==> config.mk <==
export PLATFORM = sky130hd
export DESIGN_NAME = pwm_state_scheduler_flat
export DESIGN_NICKNAME = d
export VERILOG_FILES = /design/src/rtl/pwm_state_scheduler_if.sv /design/src/rtl/pwm_state_scheduler.sv /design/src/flat_wrapper.sv
export SDC_FILE = /design/constraint.sdc
export NUM_CORES = 1
export LEC_CHECK = 0
export BUFFER_PORTS_ARGS = -buffer_cell sky130_fd_sc_hd__buf_2
export CAP_MARGIN = 40
export CORE_MARGIN = 2
export CORE_UTILIZATION = 57
export CTS_CLUSTER_SIZE = 8
export DETAILED_ROUTE_END_ITERATION = 6
export GPL_TIMING_DRIVEN = 0
export PLACE_DENSITY = 0.83
export SLEW_MARGIN = 20
export SYNTH_ARGS = -nofsm -noshare
export SYNTH_HDL_FRONTEND = slang
export SYNTH_SLANG_ARGS = --single-unit
==> constraint.sdc <==
create_clock -name clk -period 2.42 [get_ports clk]
set_input_delay 0.484 -clock clk [delete_from_list [all_inputs] [get_ports clk]]
set_output_delay 0.484 -clock clk [all_outputs]
set_load 0.005 [all_outputs]
==> src/rtl/pwm_state_scheduler_if.sv <==
// Requester-side bundle of the PWM state scheduler: requests, commands,
// acknowledges and the encoded output line.
interface pwm_state_scheduler_if #(
    parameter int unsigned N_REQ = 2
);
    logic [N_REQ-1:0]   req;
    logic [2*N_REQ-1:0] cmd;
    logic [N_REQ-1:0]   ack;
    logic [N_REQ-1:0]   grant;
    logic [1:0]         cur_state;
    logic               pwm;
    logic               frame_start;

    // Requesters and observers
    modport master (
        output req, cmd,
        input  ack, grant, cur_state, pwm, frame_start
    );

    // Scheduler
    modport slave (
        input  req, cmd,
        output ack, grant, cur_state, pwm, frame_start
    );
endinterface

==> src/rtl/pwm_state_scheduler.sv <==
// pwm_state_scheduler: round-robin arbiter between N_REQ motor-state
// requesters. The granted 2-bit state is encoded as a pulse width inside a
// fixed FRAME-clock frame and held for HOLD_FRAMES frames before re-arbitration.
// Optional feature macro: PWM_SAFE_GAP_EN inserts one OPEN frame whenever the
// state changes between DRIVE and BRAKE/SHORT.
module pwm_state_scheduler #(
    parameter int unsigned N_REQ       = 2,
    parameter int unsigned FRAME       = 1024,
    parameter int unsigned W_BRAKE     = 150,
    parameter int unsigned W_SHORT     = 358,
    parameter int unsigned W_OPEN      = 460,
    parameter int unsigned W_DRIVE     = 768,
    parameter int unsigned HOLD_FRAMES = 4
) (
    input  logic                 clk,
    input  logic                 reset,
    pwm_state_scheduler_if.slave bus
);
    localparam int unsigned CNT_W   = $clog2(FRAME);
    localparam int unsigned PTR_W   = $clog2(N_REQ);
    localparam int unsigned DWELL_W = 4;

    localparam logic [1:0] ST_BRAKE = 2'b00;
    localparam logic [1:0] ST_SHORT = 2'b01;
    localparam logic [1:0] ST_OPEN  = 2'b10;
    localparam logic [1:0] ST_DRIVE = 2'b11;

    typedef enum logic {
        S_RUN = 1'b0,
        S_GAP = 1'b1
    } fsm_t;

    fsm_t               r_fsm;
    fsm_t               w_fsm_nxt;
    logic [CNT_W-1:0]   r_cnt;
    logic [1:0]         r_state;
    logic [1:0]         r_pend;
    logic [DWELL_W-1:0] r_dwell;
    logic [PTR_W-1:0]   r_ptr;
    logic [N_REQ-1:0]   r_ack;
    logic [N_REQ-1:0]   r_grant;
    logic [1:0]         r_cur_state;
    logic               r_pwm;
    logic               r_frame_start;

    logic               w_last;
    logic               w_any;
    logic [PTR_W-1:0]   w_idx;
    logic [PTR_W-1:0]   w_win;
    logic [PTR_W-1:0]   w_ptr_inc;
    logic [N_REQ-1:0]   w_onehot;
    logic [1:0]         w_cmd_arr [N_REQ];
    logic [1:0]         w_cmd;
    logic               w_need_gap;

    logic [1:0]         w_state_nxt;
    logic [1:0]         w_pend_nxt;
    logic [DWELL_W-1:0] w_dwell_nxt;
    logic [PTR_W-1:0]   w_ptr_nxt;
    logic [N_REQ-1:0]   w_ack_nxt;
    logic [N_REQ-1:0]   w_grant_nxt;

    function automatic logic [CNT_W-1:0] width_of(input logic [1:0] s);
        case (s)
            ST_BRAKE: width_of = CNT_W'(W_BRAKE);
            ST_SHORT: width_of = CNT_W'(W_SHORT);
            ST_OPEN:  width_of = CNT_W'(W_OPEN);
            default:  width_of = CNT_W'(W_DRIVE);
        endcase
    endfunction

    // Unpack the per-requester command fields
    for (genvar g = 0; g < N_REQ; g++) begin : g_cmd
        assign w_cmd_arr[g] = bus.cmd[2*g +: 2];
    end

    assign w_last = (r_cnt == CNT_W'(FRAME - 1));

    // Round-robin search upward from the pointer; lowest offset wins
    always_comb begin
        w_any = 1'b0;
        w_win = '0;
        w_idx = '0;
        for (int k = N_REQ - 1; k >= 0; k--) begin
            w_idx = PTR_W'((32'(r_ptr) + 32'(k)) % N_REQ);
            if (bus.req[w_idx]) begin
                w_any = 1'b1;
                w_win = w_idx;
            end
        end
    end

    assign w_cmd     = w_cmd_arr[w_win];
    assign w_onehot  = N_REQ'(1) << w_win;
    assign w_ptr_inc = (32'(w_win) == N_REQ - 1) ? '0 : w_win + 1'b1;

`ifdef PWM_SAFE_GAP_EN
    // DRIVE <-> BRAKE/SHORT must pass through an OPEN frame
    assign w_need_gap = ((r_state == ST_DRIVE) && ((w_cmd == ST_BRAKE) || (w_cmd == ST_SHORT))) ||
                        (((r_state == ST_BRAKE) || (r_state == ST_SHORT)) && (w_cmd == ST_DRIVE));
`else
    assign w_need_gap = 1'b0;
`endif

    // FSM state register
    always_ff @(posedge clk or negedge reset) begin
        if (!reset) begin
            r_fsm <= S_RUN;
        end else begin
            r_fsm <= w_fsm_nxt;
        end
    end

    // FSM next state: a gap frame is entered at a granting decision and lasts one frame
    always_comb begin
        w_fsm_nxt = r_fsm;
        if (w_last) begin
            case (r_fsm)
                S_RUN: if ((r_dwell == '0) && w_any && w_need_gap) w_fsm_nxt = S_GAP;
                S_GAP: w_fsm_nxt = S_RUN;
                default: w_fsm_nxt = S_RUN;
            endcase
        end
    end

    // FSM outputs: decision-point updates of state, dwell, pointer, grant and ack
    always_comb begin
        w_state_nxt = r_state;
        w_pend_nxt  = r_pend;
        w_dwell_nxt = r_dwell;
        w_ptr_nxt   = r_ptr;
        w_grant_nxt = r_grant;
        w_ack_nxt   = '0;
        if (w_last) begin
            if (r_fsm == S_GAP) begin
                w_state_nxt = r_pend;
                w_dwell_nxt = DWELL_W'(HOLD_FRAMES - 1);
            end else if (r_dwell != '0) begin
                w_dwell_nxt = r_dwell - 1'b1;
            end else if (w_any) begin
                w_ack_nxt   = w_onehot;
                w_grant_nxt = w_onehot;
                w_ptr_nxt   = w_ptr_inc;
                w_pend_nxt  = w_cmd;
                w_dwell_nxt = DWELL_W'(HOLD_FRAMES - 1);
                w_state_nxt = w_need_gap ? ST_OPEN : w_cmd;
            end else begin
                w_grant_nxt = '0;
            end
        end
    end

    // Frame counter, arbitration state and registered outputs
    always_ff @(posedge clk or negedge reset) begin
        if (!reset) begin
            r_cnt         <= '0;
            r_state       <= ST_BRAKE;
            r_pend        <= ST_BRAKE;
            r_dwell       <= '0;
            r_ptr         <= '0;
            r_ack         <= '0;
            r_grant       <= '0;
            r_cur_state   <= ST_BRAKE;
            r_pwm         <= 1'b0;
            r_frame_start <= 1'b0;
        end else begin
            r_cnt         <= w_last ? '0 : r_cnt + 1'b1;
            r_state       <= w_state_nxt;
            r_pend        <= w_pend_nxt;
            r_dwell       <= w_dwell_nxt;
            r_ptr         <= w_ptr_nxt;
            r_ack         <= w_ack_nxt;
            r_grant       <= w_grant_nxt;
            r_frame_start <= (r_cnt == '0);
            r_pwm         <= (r_cnt < width_of(r_state));
            if (r_cnt == '0) begin
                r_cur_state <= r_state;
            end
        end
    end

    assign bus.ack         = r_ack;
    assign bus.grant       = r_grant;
    assign bus.cur_state   = r_cur_state;
    assign bus.pwm         = r_pwm;
    assign bus.frame_start = r_frame_start;

endmodule

==> src/flat_wrapper.sv <==
// flat-port wrapper written by rule: the top's interface ports become plain ports
module pwm_state_scheduler_flat 
#(
    parameter int unsigned N_REQ       = 2,
    parameter int unsigned FRAME       = 1024,
    parameter int unsigned W_BRAKE     = 150,
    parameter int unsigned W_SHORT     = 358,
    parameter int unsigned W_OPEN      = 460,
    parameter int unsigned W_DRIVE     = 768,
    parameter int unsigned HOLD_FRAMES = 4
)
  (clk, reset, bus_req, bus_cmd, bus_ack, bus_grant, bus_cur_state, bus_pwm, bus_frame_start);
  pwm_state_scheduler_if #(.N_REQ(N_REQ)) bus_i ();
  input  logic clk;
  input  logic reset;
  input wire logic [$bits(bus_i.req)-1:0] bus_req;
  input wire logic [$bits(bus_i.cmd)-1:0] bus_cmd;
  output wire logic [$bits(bus_i.ack)-1:0] bus_ack;
  output wire logic [$bits(bus_i.grant)-1:0] bus_grant;
  output wire logic [$bits(bus_i.cur_state)-1:0] bus_cur_state;
  output wire logic [$bits(bus_i.pwm)-1:0] bus_pwm;
  output wire logic [$bits(bus_i.frame_start)-1:0] bus_frame_start;
  assign bus_i.req = bus_req;
  assign bus_i.cmd = bus_cmd;
  assign bus_ack = bus_i.ack;
  assign bus_grant = bus_i.grant;
  assign bus_cur_state = bus_i.cur_state;
  assign bus_pwm = bus_i.pwm;
  assign bus_frame_start = bus_i.frame_start;
  pwm_state_scheduler #(.N_REQ(N_REQ), .FRAME(FRAME), .W_BRAKE(W_BRAKE), .W_SHORT(W_SHORT), .W_OPEN(W_OPEN), .W_DRIVE(W_DRIVE), .HOLD_FRAMES(HOLD_FRAMES)) u_core (.clk(clk), .reset(reset), .bus(bus_i));
endmodule
==> impl_metrics.ini, run 1 <==
[status]
status = complete, no violations

[worst_hold_path]
hp-class = input port to asynchronous set/reset pin

[cells_and_area]
diodes = 0
drive_above_1_share = 0.225
layoutNonFillerInstCount = 181
nets = 176
area_growth_pct = 9.97

[cts]
cts_buffer_depth = 2
postCtsSetupRepairBufs = 0
cts_buffers = 3
path_clk_slew_ns = 0.14
cts_tree = yes
cts-hold-fix-buffers = 0
clock-sinks = 25
root_buffer = clkbuf_4
insertion_delay_ns = 0.33
h-tree-depth = 1
ctsResizeCount = 0

[grt]
grt_first_pass_wirelength_um = 4140
antenna_found_initial = 0
grt_max_degree = 26
grtUsageTotal = 0.201
grt_pass1_vias = 981
grt.overflow.total = 0

[logic_synthesis]
synth.avg_cell_area_sq_um = 10.8
muxShareOfSynthArea = 0.0533
synth_common_cells = dfrtp_1, ha_1, inv_1, nor2_1, nand2_1
async_reset_ff_frac = 1.00
synth_top_family_by_area = simple AND/OR/NAND/NOR gates
post-synth-top-count-cell = dfrtp_1
synth_edf_count = 0
ys.flop_type = dfrtp_1
synthAdderAreaFrac = 0.140
synth_fp_nets = 156
yosysSeqAreaShare = 0.437
synth_xor_area_frac = 0.0306
synthSimpleGateAreaFrac = 0.160
synth_largest_area_cell = dfrtp_1
synth_area_sq_mm = 0.00143
netlist_instances = 132
synth_cell_type_count = 41
synth_compound_area_frac = 0.123
yosysWarnings = 0
synth_top_area_frac = 0.437
ys_ff_latch = 25
netlist_top_cells_area = dfrtp_1, ha_1, mux2i_1

[floorplan]
die_w_um = 54.1
start_util = 0.588
coreArea_sq_mm = 0.00243
io_pins = 16
die_h_um = 54.1
rows = 18
die_area_sq_mm = 0.00293

[critical_path]
r2r_cells = 8
max_stage_delay_ns = 0.48
r2r_end = u_core.bus.pwm$_DFF_PN0_
worstPathRequired_ns = 2.67
path_buf_inv = 2
worst-path-max-fanout = 5
cpMaxStageDelayCell = dfrtp_1
crit_arrival_ns = 2.31
crit_family = compound AO/OA/AOI/OAI gates
end_kind = flip-flop
reg2reg_slack_ns = 0.36
r2r-start = u_core.r_state[0]$_DFFE_PN0P_
path_cells = inv_1, ha_1, inv_1, ha_1, a21o_1, a211oi_1, a21oi_1, a211oi_1
cp-start-kind = flip-flop
worstSetupPathType = flip-flop to flip-flop

[sta]
rsz0062_at_grt = no
slew_violations = 0
hold_viol = 0
tightest_slew_ns = 0.556
min_period_ns = 2.06
setup_viol = 0
fin_crit_sh = 0.853
max_freq_mhz = 484
timing.hold.ws_ns = 0.120
fin_setup_tns_ns = 0
finalClockSkew_ns = 0.00576
maxSlewHeadroom = 0.626

[power_and_ir_drop]
leakage_nw = 0.816
p_per_area_mw_per_mm2 = 439
ir_worst_vdd_uv = 462

[drt]
drc_errors = 0
antenna_left = 0
drt_wl_total_um = 2690
drtIter0Drc = 15
wire_per_inst_um = 14.8
dr.pass1.iters = 4
vias_per_cell = 5.59
vias = 1012

[placement]
port_buffers = 15
dp_cells = 177
place.gp.congestion = 0.873
dpl.hpwl_um = 2040

[run]
maxCapViolCount = 0
-- area by class of cell --
| type | instances | area [sq um] |
|---|---|---|
| fill | 199 | 858 |
| multi-input combinational | 90 | 726 |
| sequential | 25 | 626 |
| timing repair buffer | 15 | 75.1 |
| inverter | 13 | 48.8 |
| tap | 30 | 37.5 |
| buffer | 4 | 31.3 |
| clock buffer | 3 | 22.5 |
| clock inverter | 1 | 7.51 |
-- logic make-up (layout without fill, tap and decap cells) --
family / count (synthesis) / count (layout)
xor gates and xnor gates: 5 / 5
muxes: 7 / 7
DFF: 25 / 25
adders and majority gates: 16 / 16
buffers and inverters: 17 / 36
AOI/OAI and AO/OA: 25 / 25
and+or+nand+nor: 37 / 37
-- worst register-to-register path, stage by stage, from the launching register on --
cell and delay, ns:
dfrtp_1 0.48, inv_1 0.17, ha_1 0.22, inv_1 0.07, ha_1 0.30, a21o_1 0.17, a211oi_1 0.24, a21oi_1 0.10
a211oi_1 0.24
-- worst max-delay path by stage --
stage                                             start                  endpoint  slack, ns  cells past startpoint
after floorplan           u_core.r_state[0]$_DFFE_PN0P_  u_core.bus.pwm$_DFF_PN0_       0.67                      8
after global placement    u_core.r_state[0]$_DFFE_PN0P_  u_core.bus.pwm$_DFF_PN0_       0.52                      8
after detailed placement  u_core.r_state[0]$_DFFE_PN0P_  u_core.bus.pwm$_DFF_PN0_       0.40                      8
after CTS                 u_core.r_state[0]$_DFFE_PN0P_  u_core.bus.pwm$_DFF_PN0_       0.37                      8
after global routing      u_core.r_state[0]$_DFFE_PN0P_  u_core.bus.pwm$_DFF_PN0_       0.25                      8
final                     u_core.r_state[0]$_DFFE_PN0P_  u_core.bus.pwm$_DFF_PN0_       0.36                      8
-- state kept, by name (all words and copies together) (netlist names) --
name                    flops
u_core.r_cnt               10
u_core.r_dwell              4
u_core.bus.ack              2
u_core.bus.cur_state        2
u_core.bus.grant            2
u_core.r_state              2
u_core.bus.frame_start      1
u_core.bus.pwm              1
u_core.r_ptr                1
-- per-layer routing --
layer,share of wire,routed length (um),track usage,vias up
met5,0,0,0,-
met4,0.016,44,0.117,0
li1,-,-,-,506
met1,0.45,1210,0.234,485
met2,0.51,1360,0.350,15
met3,0.026,70,0.0278,6
-- through the flow --
| stage | setup WS, ns | cell area, sq um | utilization | power, mW |
|---|---|---|---|---|
| after floorplan | 0.674 | 1430 | - | 0.474 |
| after global placement | 0.520 | 1540 | 0.635 | 0.499 |
| after detailed placement | 0.399 | 1540 | 0.635 | 0.506 |
| after CTS | 0.368 | 1570 | 0.647 | 0.701 |
| after global routing | 0.248 | 1570 | 0.647 | 0.727 |
| final | 0.356 | 1570 | 0.647 | 0.691 |
-- where the power goes --
part | switching [mW] | leakage, nW | total, mW | internal (mW)
sequential | 0.00682 | 0.302 | 0.433 | 0.426
combinational | 0.0387 | 0.501 | 0.0647 | 0.0260
clock | 0.130 | 0.0139 | 0.194 | 0.0633
total | 0.176 | 0.816 | 0.691 | 0.516
-- layout by cell type, fill, tap and decap left out, drive strengths merged, types with 5 or more instances in the layout --
| master | n |
|---|---|
| buf | 18 |
| inv | 13 |
| mux2i | 5 |
| nand2 | 9 |
| ha | 16 |
| dfrtp | 25 |
| o21ai | 6 |
| nor2 | 10 |
Note: power is estimated with default switching activity, not from simulation.
==> run 2: changes to the inputs <==
--- a/config.mk
+++ b/config.mk
@@ -8,11 +8,11 @@
 export BUFFER_PORTS_ARGS = -buffer_cell sky130_fd_sc_hd__buf_2
 export CAP_MARGIN = 40
 export CORE_MARGIN = 2
-export CORE_UTILIZATION = 57
+export CORE_UTILIZATION = 51
 export CTS_CLUSTER_SIZE = 8
 export DETAILED_ROUTE_END_ITERATION = 6
 export GPL_TIMING_DRIVEN = 0
-export PLACE_DENSITY = 0.83
+export PLACE_DENSITY = 0.79
 export SLEW_MARGIN = 20
 export SYNTH_ARGS = -nofsm -noshare
 export SYNTH_HDL_FRONTEND = slang
==> constraint.sdc (replaced) <==
create_clock -name clk -period 1.8 [get_ports clk]
set_input_delay 0.18 -clock clk [delete_from_list [all_inputs] [get_ports clk]]
set_output_delay 0.18 -clock clk [all_outputs]
set_load 0.005 [all_outputs]
==> impl_metrics.ini, run 2 (synthesis results as in run 1) <==
[status]
status = complete, no violations

[cells_and_area]
layout_commonest_cell = dfrtp_1
area_growth_pct = 14.9
nets = 181
largest_reg_flops = 10
largestRegisters = u_core.r_cnt x10, u_core.r_dwell x4
regMostFlops = u_core.r_cnt
multi_input_area_sq_um = 756
mostFrequentLayoutCells = dfrtp_1, ha_1, buf_2, inv_1, nor2_1
diodes = 0
regArea_sq_um = 626
layoutNonFillerInstCount = 187
fillerInstances = 211
drive_above_1_share = 0.276

[worst_hold_path]
hold_path_end = u_core.bus.ack[0]$_DFF_PN0_
hold_depth = 3
worstHoldStart = bus_req[0]
hp-class = input port to flip-flop

[drt]
drtIter0Drc = 30
antenna_left = 0
drc_errors = 0
dr.pass1.iters = 6
drt_wl_total_um = 2850
wire_per_inst_um = 15.2
vias_per_cell = 5.70
vias = 1066

[sta]
fin_crit_sh = 0.981
min_period_ns = 1.77
rsz0062_at_grt = yes
setup_viol = 0
tightest_slew_ns = 0.548
finalClockSkew_ns = 0.0102
timing.hold.ws_ns = 0.0718
maxSlewHeadroom = 0.635
hold_viol = 0
max_freq_mhz = 566
worst_slack_ns = 0.0333
slew_violations = 0

[critical_path]
r2r_end = u_core.bus.pwm$_DFF_PN0_
worstSetupPathType = flip-flop to flip-flop
crit_path_start = u_core.r_state[0]$_DFFE_PN0P_
r2r_cells = 8
r2r-start = u_core.r_state[0]$_DFFE_PN0P_
crit_path_frequent_cell = a211oi_2
worstPathRequired_ns = 2.06
max_stage_delay_ns = 0.42
reg2reg_slack_ns = 0.03
cpMaxStageDelayCell = dfrtp_1
path_cells = inv_2, ha_4, inv_1, ha_1, a21o_1, a211oi_2, a21oi_1, a211oi_2
worst-path-max-fanout = 3
cp-start-kind = flip-flop
end_kind = flip-flop
crit_arrival_ns = 2.02

[placement]
place.gp.congestion = 0.862
dpl.hpwl_um = 2070
place_ws_ns = -0.230
dp_cells = 178
port_buffers = 15

[power_and_ir_drop]
ir_worst_vdd_uv = 463
p_total_uw = 954
p_per_area_mw_per_mm2 = 580
leakage_nw = 0.836

[cts]
h-tree-depth = 1
path_clk_slew_ns = 0.15
clock-sinks = 25
root_buffer = clkbuf_4
cts_buffer_depth = 2
cts_tree = yes
insertion_delay_ns = 0.33
cts_buffers = 3

[grt]
grtUsageMet3 = 0.0204
grtUsageTotal = 0.196
gr-max-usage-layer = met2
grt_max_degree = 26
met2_usage = 0.307
grt_use_met1 = 0.263
antenna_found_initial = 0
grt_pass1_vias = 1049
grt.overflow.total = 0
grt_first_pass_wirelength_um = 4920

[floorplan]
start_util = 0.528
die_h_um = 57.0
die_w_um = 57.0
rows = 19
io_pins = 16
coreArea_sq_mm = 0.00271
die_area_sq_mm = 0.00325

[run]
maxCapViolCount = 0
## run 2: cell count changes in the layout (fill, tap and decap cells not counted), moves of 2 or more
cell	before	now
a211oi_1	2	0
a211oi_2	0	2
buf_4	2	6
inv_1	13	11
inv_2	0	2
## run 2: worst max path at each step
stage / end / slack, ns / cells past startpoint
after global routing: u_core.bus.pwm$_DFF_PN0_ / -0.04 / 8
final: u_core.bus.pwm$_DFF_PN0_ / 0.03 / 8
after detailed placement: u_core.bus.pwm$_DFF_PN0_ / -0.23 / 8
after floorplan: u_core.bus.pwm$_DFF_PN0_ / 0.05 / 8
after CTS: u_core.bus.pwm$_DFF_PN0_ / 0.03 / 8
after global placement: u_core.bus.pwm$_DFF_PN0_ / -0.13 / 8
## run 2: layout make-up
cell class | instances | share of cell area
Multi-Input combinational cell | 90 | 0.459
Clock buffer | 3 | 0.0137
Timing Repair Buffer | 20 | 0.0700
Buffer | 4 | 0.0190
Clock inverter | 1 | 0.00456
Tap cell | 31 | 0.0236
Sequential cell | 25 | 0.380
Inverter | 13 | 0.0297
## run 2: timing repair
item,4_1_cts,5_1_grt
pin swaps,1,0
setup buffers,2,2
setup endpoints to repair,1,4
hold endpoints to repair,25,0
hold buffers,1,0
resized for setup,5,3
## run 2: report_power, final
group | internal (mW) | total [mW] | switching, mW
Clock | 0.0852 | 0.263 | 0.178
Combinational | 0.0501 | 0.110 | 0.0604
Sequential | 0.573 | 0.580 | 0.00685
## run 2: through the flow
step | TNS [ns] | util | area [sq um]
3_3_place_gp | -0.128 | 0.570 | 1550
4_1_cts | 0 | 0.597 | 1620
5_1_grt | -0.0370 | 0.607 | 1650
3_5_place_dp | -0.230 | 0.570 | 1550
6_report | 0 | 0.607 | 1650
2_1_floorplan | 0 | - | 1430
## run 2: layer usage
metal | vias up | share of wire
met1 | 507 | 0.43
met4 | 0 | 0.020
met3 | 5 | 0.048
met5 | - | 0
met2 | 37 | 0.50
li1 | 517 | -
## run 2: critical path: cells and delay by family, from the launching register on
kind / cells / cell delay (ns)
AOI/OAI and AO/OA: 4 / 0.67
DFF: 1 / 0.42
buffers and inverters: 2 / 0.16
adders and majority gates: 2 / 0.45
==> run 3: changes to the inputs <==
--- a/config.mk
+++ b/config.mk
@@ -7,8 +7,10 @@
 export LEC_CHECK = 0
 export BUFFER_PORTS_ARGS = -buffer_cell sky130_fd_sc_hd__buf_2
 export CAP_MARGIN = 40
+export CELL_PAD_IN_SITES_DETAIL_PLACEMENT = 1
+export CELL_PAD_IN_SITES_GLOBAL_PLACEMENT = 2
 export CORE_MARGIN = 2
-export CORE_UTILIZATION = 51
+export CORE_UTILIZATION = 34
 export CTS_CLUSTER_SIZE = 8
 export DETAILED_ROUTE_END_ITERATION = 6
 export GPL_TIMING_DRIVEN = 0
==> impl_metrics.ini, run 3 (synthesis results as in run 1) <==
[cts]
h-tree-depth = 1
cts_buffers = 3
root_buffer = clkbuf_8
cts_buffer_depth = 2
path_clk_slew_ns = 0.09
clock-sinks = 25
cts_tree = yes
insertion_delay_ns = 0.27

[floorplan]
rows = 23
die_h_um = 68.9
die_area_sq_mm = 0.00475
die_w_um = 68.9
io_pins = 16
start_util = 0.355
coreArea_sq_mm = 0.00403

[placement]
port_buffers = 15
place.gp.congestion = 0.701
place_ws_ns = -0.226
dpl.hpwl_um = 2400

[cells_and_area]
largestRegisters = u_core.r_cnt x10, u_core.r_dwell x4
diodes = 0
layout_commonest_cell = dfrtp_1
drive_above_1_share = 0.304
mostFrequentLayoutCells = dfrtp_1, buf_2, ha_1, inv_1, nor2_1
regMostFlops = u_core.r_cnt
nets = 183
largest_reg_flops = 10
area_growth_pct = 19.8
postLayoutCoreUtil = 0.426
fillerInstances = 456

[drt]
antenna_left = 0
vias = 1069
drt_wl_total_um = 3210
drtIter0Drc = 8
wire_per_inst_um = 15.4
drc_errors = 0
dr.pass1.iters = 3
vias_per_cell = 5.14

[grt]
antenna_found_initial = 0
grt.overflow.total = 0
grtUsageTotal = 0.148
grt_max_degree = 26
grt_first_pass_wirelength_um = 4950
grt_pass1_vias = 1075

[sta]
slew_violations = 0
finalClockSkew_ns = 0.00735
timing.hold.ws_ns = 0.161
worst_slack_ns = 0.0725
rsz0062_at_grt = yes
hold_viol = 0
maxSlewHeadroom = 0.613
fin_crit_sh = 0.960
max_freq_mhz = 579
tightest_slew_ns = 0.581
setup_viol = 0
min_period_ns = 1.73
fin_setup_tns_ns = 0

[critical_path]
worstPathRequired_ns = 1.99
worstSetupPathType = flip-flop to flip-flop
worst-path-max-fanout = 4
cp-start-kind = flip-flop
reg2reg_slack_ns = 0.07
crit_arrival_ns = 1.92
end_kind = flip-flop

[worst_hold_path]
hp-class = input port to flip-flop

[status]
status = complete, no violations

[run]
maxCapViolCount = 0

[power_and_ir_drop]
leakage_nw = 0.853
p_per_area_mw_per_mm2 = 601
p_total_mw = 1.03
ir_worst_vdd_uv = 415
[run 3: final cells by class]
class / count / area (sq um) / share of cell area
sequential: 25 / 627 / 0.365
buffer: 4 / 31.3 / 0.0182
timing repair buffer: 22 / 130 / 0.0759
tap: 50 / 62.6 / 0.0365
inverter: 13 / 51.3 / 0.0299
multi-input combinational: 90 / 768 / 0.448
clock buffer: 4 / 45.0 / 0.0263
[run 3: path summary, 6_finish.rpt]
kind	start	endpoint	depth (start not counted)
max in group asynchronous	reset	u_core.r_state[0]$_DFFE_PN0P_	2
worst max-delay path	u_core.r_state[0]$_DFFE_PN0P_	u_core.bus.pwm$_DFF_PN0_	7
min in group asynchronous	reset	u_core.bus.cur_state[0]$_DFFE_PN0P_	2
worst min register to register	u_core.bus.grant[1]$_DFFE_PN0P_	u_core.bus.grant[1]$_DFFE_PN0P_	1
worst min-delay path	bus_req[0]	u_core.bus.ack[0]$_DFF_PN0_	3
worst max register to register	u_core.r_state[0]$_DFFE_PN0P_	u_core.bus.pwm$_DFF_PN0_	7
[run 3: critical path: stages (launching register included)]
cell and delay [ns]:
dfrtp_2 0.45, buf_4 0.15, ha_2 0.20, ha_1 0.28, o2111a_1 0.24, o41ai_2 0.06, a21oi_2 0.11, a211oi_2 0.15
[run 3: metrics by stage]
stage          std cells  area (sq um)
2_1_floorplan        132          1430
3_3_place_gp         197          1570
3_5_place_dp         197          1570
4_1_cts              207          1690
5_1_grt              208          1720
6_report             208          1720
[run 3: report_power, final]
part / switching [mW] / total (mW) / leakage (nW) / internal, mW
clock network: 0.171 / 0.330 / 0.0228 / 0.158
registers: 0.00888 / 0.582 / 0.301 / 0.573
logic: 0.0646 / 0.119 / 0.530 / 0.0545
[run 3: metal layers]
layer / GRT usage / routed length [um] / up-vias / share of wire
met1: 0.169 / 1380 / 534 / 0.43
met3: 0.0455 / 94 / 6 / 0.029
li1: - / - / 517 / -
met4: 0.0613 / 66 / 0 / 0.021
met2: 0.256 / 1670 / 12 / 0.52
met5: 0 / 0 / - / 0
[run 3: timing repair]
| item | in CTS | in global routing |
|---|---|---|
| endpoints found under the setup margin | 1 | 3 |
| hold buffers | 1 | 0 |
| buffers inserted | 5 | 1 |
| hold endpoints to repair | 25 | 0 |
| gates resized for setup | 9 | 3 |
| pin swaps | 2 | 1 |
